File: src/rtl/uart_cmd_pkg.sv
// ============================================================================
//  Module   : uart_cmd_pkg
//  Brief    : Shared types/constants for the UART command frame parser.
//             Optional checksum stage enabled by UART_CMD_CSUM_EN.
//  Revision : 1.0
// ============================================================================
`default_nettype none

package uart_cmd_pkg;

    typedef enum logic [1:0] {
        IDLE    = 2'd0,
        OPCODE  = 2'd1,
        PAYLOAD = 2'd2
`ifdef UART_CMD_CSUM_EN
        ,
        CSUM    = 2'd3
`endif
    } state_t;

    localparam logic [7:0] HDR_BYTE = 8'hA5;
    localparam logic [7:0] OP_DISP  = 8'h44;
    localparam logic [7:0] OP_LED   = 8'h4C;
    localparam logic [7:0] OP_CLR   = 8'h43;

    function automatic logic op_valid(input logic [7:0] op);
        return (op == OP_DISP) || (op == OP_LED) || (op == OP_CLR);
    endfunction

    function automatic logic [1:0] op_len(input logic [7:0] op);
        case (op)
            OP_DISP: return 2'd2;
            OP_LED:  return 2'd1;
            default: return 2'd0;
        endcase
    endfunction

endpackage

`default_nettype wire

File: src/rtl/uart_cmd_timeout.sv
// ============================================================================
//  Module   : uart_cmd_timeout
//  Brief    : Inter-byte timeout counter with clear, enable and expire pulse.
//  Revision : 1.0
// ============================================================================
`default_nettype none

module uart_cmd_timeout #(
    parameter int TIMEOUT_CLKS = 1250000
) (
    input  logic clk,
    input  logic rst_n,
    input  logic clear,
    input  logic enable,
    output logic expire
);

    localparam int CW = (TIMEOUT_CLKS > 1) ? $clog2(TIMEOUT_CLKS) : 1;
    localparam logic [CW-1:0] C_LAST = CW'(TIMEOUT_CLKS - 1);

    logic [CW-1:0] r_cnt;

    assign expire = enable && (r_cnt == C_LAST);

    always_ff @(posedge clk or negedge rst_n) begin
        if (!rst_n) begin
            r_cnt <= '0;
        end else if (clear) begin
            r_cnt <= '0;
        end else if (enable) begin
            r_cnt <= expire ? '0 : r_cnt + CW'(1);
        end
    end

endmodule

`default_nettype wire

File: src/rtl/uart_cmd_ctrl.sv
// ============================================================================
//  Module   : uart_cmd_ctrl
//  Brief    : UART command frame parser driving display value and LEDs.
//             Define UART_CMD_CSUM_EN to require a trailing XOR checksum byte.
//  Revision : 1.0
// ============================================================================
`default_nettype none

module uart_cmd_ctrl
    import uart_cmd_pkg::*;
#(
    parameter int TIMEOUT_CLKS = 1250000
) (
    input  logic        clk,
    input  logic        rst_n,
    input  logic        rx_valid,
    input  logic [7:0]  rx_data,
    output logic [15:0] disp_val,
    output logic [3:0]  led,
    output logic        busy,
    output logic        frame_ok,
    output logic        frame_err
);

    state_t      r_state;
    state_t      w_state_nxt;
    logic        w_commit;
    logic        w_abort;
    logic        w_expire;
    logic        w_last;
    logic [7:0]  r_op;
    logic [1:0]  r_len;
    logic [1:0]  r_cnt;
    logic [7:0]  w_commit_op;
    logic [15:0] w_commit_data;

`ifdef UART_CMD_CSUM_EN
    logic [15:0] r_shadow;
    logic [15:0] w_shadow_nxt;
    logic [7:0]  r_csum;
    assign w_shadow_nxt  = {r_shadow[7:0], rx_data};
    assign w_commit_data = r_shadow;
`else
    // Commit happens on the last payload strobe, so that byte comes straight from rx_data.
    logic [7:0]  r_shadow;
    logic [7:0]  w_shadow_nxt;
    assign w_shadow_nxt  = rx_data;
    assign w_commit_data = {r_shadow, rx_data};
`endif

    assign w_last      = ((r_cnt + 2'd1) == r_len);
    assign w_commit_op = (r_state == OPCODE) ? rx_data : r_op;

    uart_cmd_timeout #(
        .TIMEOUT_CLKS (TIMEOUT_CLKS)
    ) u_timeout (
        .clk    (clk),
        .rst_n  (rst_n),
        .clear  (rx_valid),
        .enable (r_state != IDLE),
        .expire (w_expire)
    );

    always_ff @(posedge clk or negedge rst_n) begin
        if (!rst_n) r_state <= IDLE;
        else        r_state <= w_state_nxt;
    end

    always_comb begin
        w_state_nxt = r_state;
        w_commit    = 1'b0;
        w_abort     = 1'b0;
        case (r_state)
            IDLE: begin
                if (rx_valid && (rx_data == HDR_BYTE)) w_state_nxt = OPCODE;
            end
            OPCODE: begin
                if (rx_valid) begin
                    if (!op_valid(rx_data)) begin
                        w_abort     = 1'b1;
                        w_state_nxt = IDLE;
                    end else if (op_len(rx_data) != 2'd0) begin
                        w_state_nxt = PAYLOAD;
                    end else begin
`ifdef UART_CMD_CSUM_EN
                        w_state_nxt = CSUM;
`else
                        w_commit    = 1'b1;
                        w_state_nxt = IDLE;
`endif
                    end
                end
            end
            PAYLOAD: begin
                if (rx_valid && w_last) begin
`ifdef UART_CMD_CSUM_EN
                    w_state_nxt = CSUM;
`else
                    w_commit    = 1'b1;
                    w_state_nxt = IDLE;
`endif
                end
            end
`ifdef UART_CMD_CSUM_EN
            CSUM: begin
                if (rx_valid) begin
                    w_commit    = (rx_data == r_csum);
                    w_abort     = (rx_data != r_csum);
                    w_state_nxt = IDLE;
                end
            end
`endif
            default: w_state_nxt = IDLE;
        endcase
        // A byte arriving in the expiry cycle takes priority over the timeout.
        if ((r_state != IDLE) && !rx_valid && w_expire) begin
            w_abort     = 1'b1;
            w_state_nxt = IDLE;
        end
    end

    always_comb begin
        busy = (r_state != IDLE);
    end

    always_ff @(posedge clk or negedge rst_n) begin
        if (!rst_n) begin
            r_op      <= '0;
            r_len     <= '0;
            r_cnt     <= '0;
            r_shadow  <= '0;
`ifdef UART_CMD_CSUM_EN
            r_csum    <= '0;
`endif
            disp_val  <= '0;
            led       <= '0;
            frame_ok  <= 1'b0;
            frame_err <= 1'b0;
        end else begin
            frame_ok  <= w_commit;
            frame_err <= w_abort;
            if ((r_state == OPCODE) && rx_valid) begin
                r_op  <= rx_data;
                r_len <= op_len(rx_data);
                r_cnt <= 2'd0;
`ifdef UART_CMD_CSUM_EN
                r_csum <= rx_data;
`endif
            end
            if ((r_state == PAYLOAD) && rx_valid) begin
                r_shadow <= w_shadow_nxt;
                r_cnt    <= r_cnt + 2'd1;
`ifdef UART_CMD_CSUM_EN
                r_csum   <= r_csum ^ rx_data;
`endif
            end
            if (w_commit) begin
                case (w_commit_op)
                    OP_DISP: disp_val <= w_commit_data;
                    OP_LED:  led      <= w_commit_data[3:0];
                    OP_CLR: begin
                        disp_val <= '0;
                        led      <= '0;
                    end
                    default: ;
                endcase
            end
        end
    end

endmodule

`default_nettype wire

File: config.mk
export PLATFORM = sky130hd
export DESIGN_NAME = uart_cmd_ctrl
export DESIGN_NICKNAME = d
export VERILOG_FILES = /design/src/rtl/uart_cmd_pkg.sv /design/src/rtl/uart_cmd_timeout.sv /design/src/rtl/uart_cmd_ctrl.sv
export SDC_FILE = /design/constraint.sdc
export NUM_CORES = 1
export LEC_CHECK = 0
export ABC_AREA = 0
export CAP_MARGIN = 25
export CORE_UTILIZATION = 55
export DETAILED_ROUTE_END_ITERATION = 8
export PLACE_DENSITY_LB_ADDON = 0.05
export SKIP_LAST_GASP = 1
export SYNTH_ARGS = -nofsm -noshare
export SYNTH_HDL_FRONTEND = slang
export SYNTH_SLANG_ARGS = --single-unit
File: constraint.sdc
create_clock -name clk -period 3.6 [get_ports clk]
set_input_delay 0.72 -clock clk [delete_from_list [all_inputs] [get_ports clk]]
set_output_delay 0.72 -clock clk [all_outputs]
set_load 0.1 [all_outputs]
==> results.ini <==
[run_status]
status=complete, no violations

[power_and_ir_drop]
peakVddDrop_uv=438
p_int_w=0.00135
p_comb_frac=0.267
p_leak_nw=1.52
swShare=0.333
seqPwrFrac=0.469
clkPwrFrac=0.264
powerDensity_mw_per_mm2=556
switching_power_w=0.000672

[final_layout]
fin_nets=328
layout_commonest_cell=dfrtp_1
syn_to_final_growth_pct=17.3
layout.cells.non_filler=388
n_antenna_cell=0
layout_common_cells=dfrtp_1 (65), clkdlybuf4s50_1 (31), nor2_1 (27)
drive_gt1_frac=0.148

[worst_setup_path]
end_kind=register
worstRegToRegCells=7
r2r-end=disp_val[11]
r2r_slack_ns=1.09
worstPathRequired_ns=3.87
cp_max_fo=16
start_kind=primary input
worstReg2RegStart=r_state[0]
worstSetupPathType=primary input to register
crit_arrival_ns=2.94

[placed_design]
port_buffers=33
hpwl_um=4540
place_inst=372
gp_congestion=0.829

[clocking]
clockBufferDepth=2
path_clk_slew_ns=0.07
clock_sinks=65
worstSkewPairLatency_ns=0.34
numCtsBuffers=9
hold_buffers=0
htree_levels=3
cts_resized=0
cts_setup_buffers=0
root_buffer=clkbuf_8
cts_tree=built

[global_route]
met2_usage=0.338
overflow=0
grt_max_degree=38
grt_pass1_wl_um=10800
antenna_found_initial=0
use_met1=0.348
track_usage=0.238
top_usage_layer=met1
grt_pass1_vias=2123
met3_usage=0.0786

[sta]
max_freq_mhz=375
rsz0062_at_grt=no
slew_headroom=0.339
finalCritPeriodShare=0.742
final.setup.tns_ns=0
period_needed_ns=2.67
setup_viol=0
worstMarginPinSlew_ns=0.988
hold_violations=0
slew_violations=0
skew_ns=0.00888

[logic_synthesis]
ys_types=55
ys_seq_area_frac=0.525
synth_cells=278
yosys_warnings=0
avgSynthCellArea_um2=11.1
synth_fp_nets=293
async_reset_ff_frac=1.00
synth-seq-cells=65
syn-cell-area_mm2=0.00310
synth-edff-count=0
synthFlopType=dfrtp_1

[detailed_routing]
initialDrtViolationCount=94
routedWlPerCell_um=16.4
drtAntennaViolNets=0
via_per_inst=5.63
finalWirelength_um=6380
first_pass_iters=4
drc=0
vias=2185

[worst_hold_path]
min_path_type=primary input to asynchronous set/reset pin

[die]
initial_core_util=0.588
die_h_um=77.1
dieArea_mm2=0.00594
io_pins=34
num_rows=26
fp.dieW_um=77.1
design.core.area_mm2=0.00527

[run]
drv_cap=0

[kinds of logic (layout without fill, tap and decap cells)]
kind of cell | after synthesis | in the layout | share of synthesized area
multiplexers | 16 | 16 | 0.0578
AO/OA/AOI/OAI | 48 | 48 | 0.116
adder cells (fa/ha/maj) | 4 | 4 | 0.0162
XOR/XNOR | 19 | 19 | 0.0537
buffers and inverters | 20 | 60 | 0.0343
flip-flops | 65 | 65 | 0.525
AND/OR/NAND/NOR | 106 | 106 | 0.197
[power by group through the flow]
stage	Combinational (W)	Clock, W	Sequential [W]
2_1_floorplan	0.000391	0	0.000960
3_3_place_gp	0.000528	0	0.000952
5_1_grt	0.000596	0.000587	0.000960
4_1_cts	0.000543	0.000551	0.000945
3_5_place_dp	0.000538	0	0.000959
6_report	0.000539	0.000534	0.000946
[critical path: stages]
cell             delay [ns]
clkdlybuf4s50_1        0.60
or4b_1                 0.54
nor3_2                 0.13
o31a_2                 0.20
and2_1                 0.53
a22o_1                 0.23
[registers in the layout (all words and copies together) (netlist names)]
| register | count |
|---|---|
| r_shadow | 8 |
| disp_val | 16 |
| frame_err | 1 |
| frame_ok | 1 |
| led | 4 |
| r_len | 2 |
| r_cnt | 2 |
| r_state | 2 |
| u_timeout.r_cnt | 21 |
| r_op | 8 |
[through the flow]
stage / power (W) / hold slack, ns / setup WS [ns] / instance area [µm²] / utilization
floorplan: 0.00135 / 0.424 / 1.39 / 3100 / -
global placement: 0.00148 / 0.468 / 0.678 / 3460 / 0.657
detailed placement: 0.00150 / 0.477 / 0.630 / 3460 / 0.657
CTS: 0.00204 / 0.392 / 0.979 / 3630 / 0.690
global route: 0.00214 / 0.419 / 0.843 / 3630 / 0.690
finish: 0.00202 / 0.386 / 0.930 / 3630 / 0.690
[per-layer routing]
| layer | up-vias | share of wire |
|---|---|---|
| li1 | 1073 | - |
| met1 | 1073 | 0.51 |
| met2 | 35 | 0.45 |
| met3 | 4 | 0.034 |
| met4 | 0 | 0.0060 |
| met5 | - | 0 |
[area by class of cell]
cell class                 instances  area (µm²)
clock inverter                     5        31.3
sequential                        65        1630
clock buffer                      11         141
multi-input combinational        193        1370
tap                               70        87.6
timing repair buffer              38         360
fill                             425        1640
inverter                           6        22.5
[worst max-delay path by stage]
stage / start / to / slack (ns)
detailed placement: rx_data[6] / disp_val[11] / 0.63
CTS: rx_data[6] / disp_val[11] / 0.98
finish: rx_data[6] / disp_val[11] / 0.93
floorplan: rx_valid / disp_val[10] / 1.39
global placement: rx_valid / disp_val[15] / 0.68
global route: rx_data[6] / disp_val[9] / 0.84
[synthesized netlist by cell type (2+ instances only)]
master | count | area share
nand4_1 | 5 | 0.010
buf_2 | 5 | 0.0081
inv_1 | 6 | 0.0073
nand3_1 | 12 | 0.019
buf_6 | 2 | 0.0073
and2_1 | 3 | 0.0061
nor3b_1 | 2 | 0.0048
nor4b_1 | 4 | 0.011
xor2_1 | 5 | 0.014
nor4_1 | 2 | 0.0040
nor2b_1 | 2 | 0.0040
a22o_1 | 20 | 0.057
ha_1 | 4 | 0.016
a21boi_0 | 2 | 0.0048
xnor2_1 | 14 | 0.040
nor3_1 | 7 | 0.011
dfrtp_1 | 65 | 0.53
nand2b_1 | 3 | 0.0061
buf_4 | 2 | 0.0048
nand3b_1 | 2 | 0.0048
a21oi_1 | 7 | 0.011
nor4bb_1 | 2 | 0.0065
mux2_2 | 15 | 0.055
clkbuf_1 | 2 | 0.0024
clkbuf_2 | 2 | 0.0032
nor2_1 | 27 | 0.033
o21ai_0 | 8 | 0.013
nand2_1 | 21 | 0.025
Power figures use the tool's default switching activity.
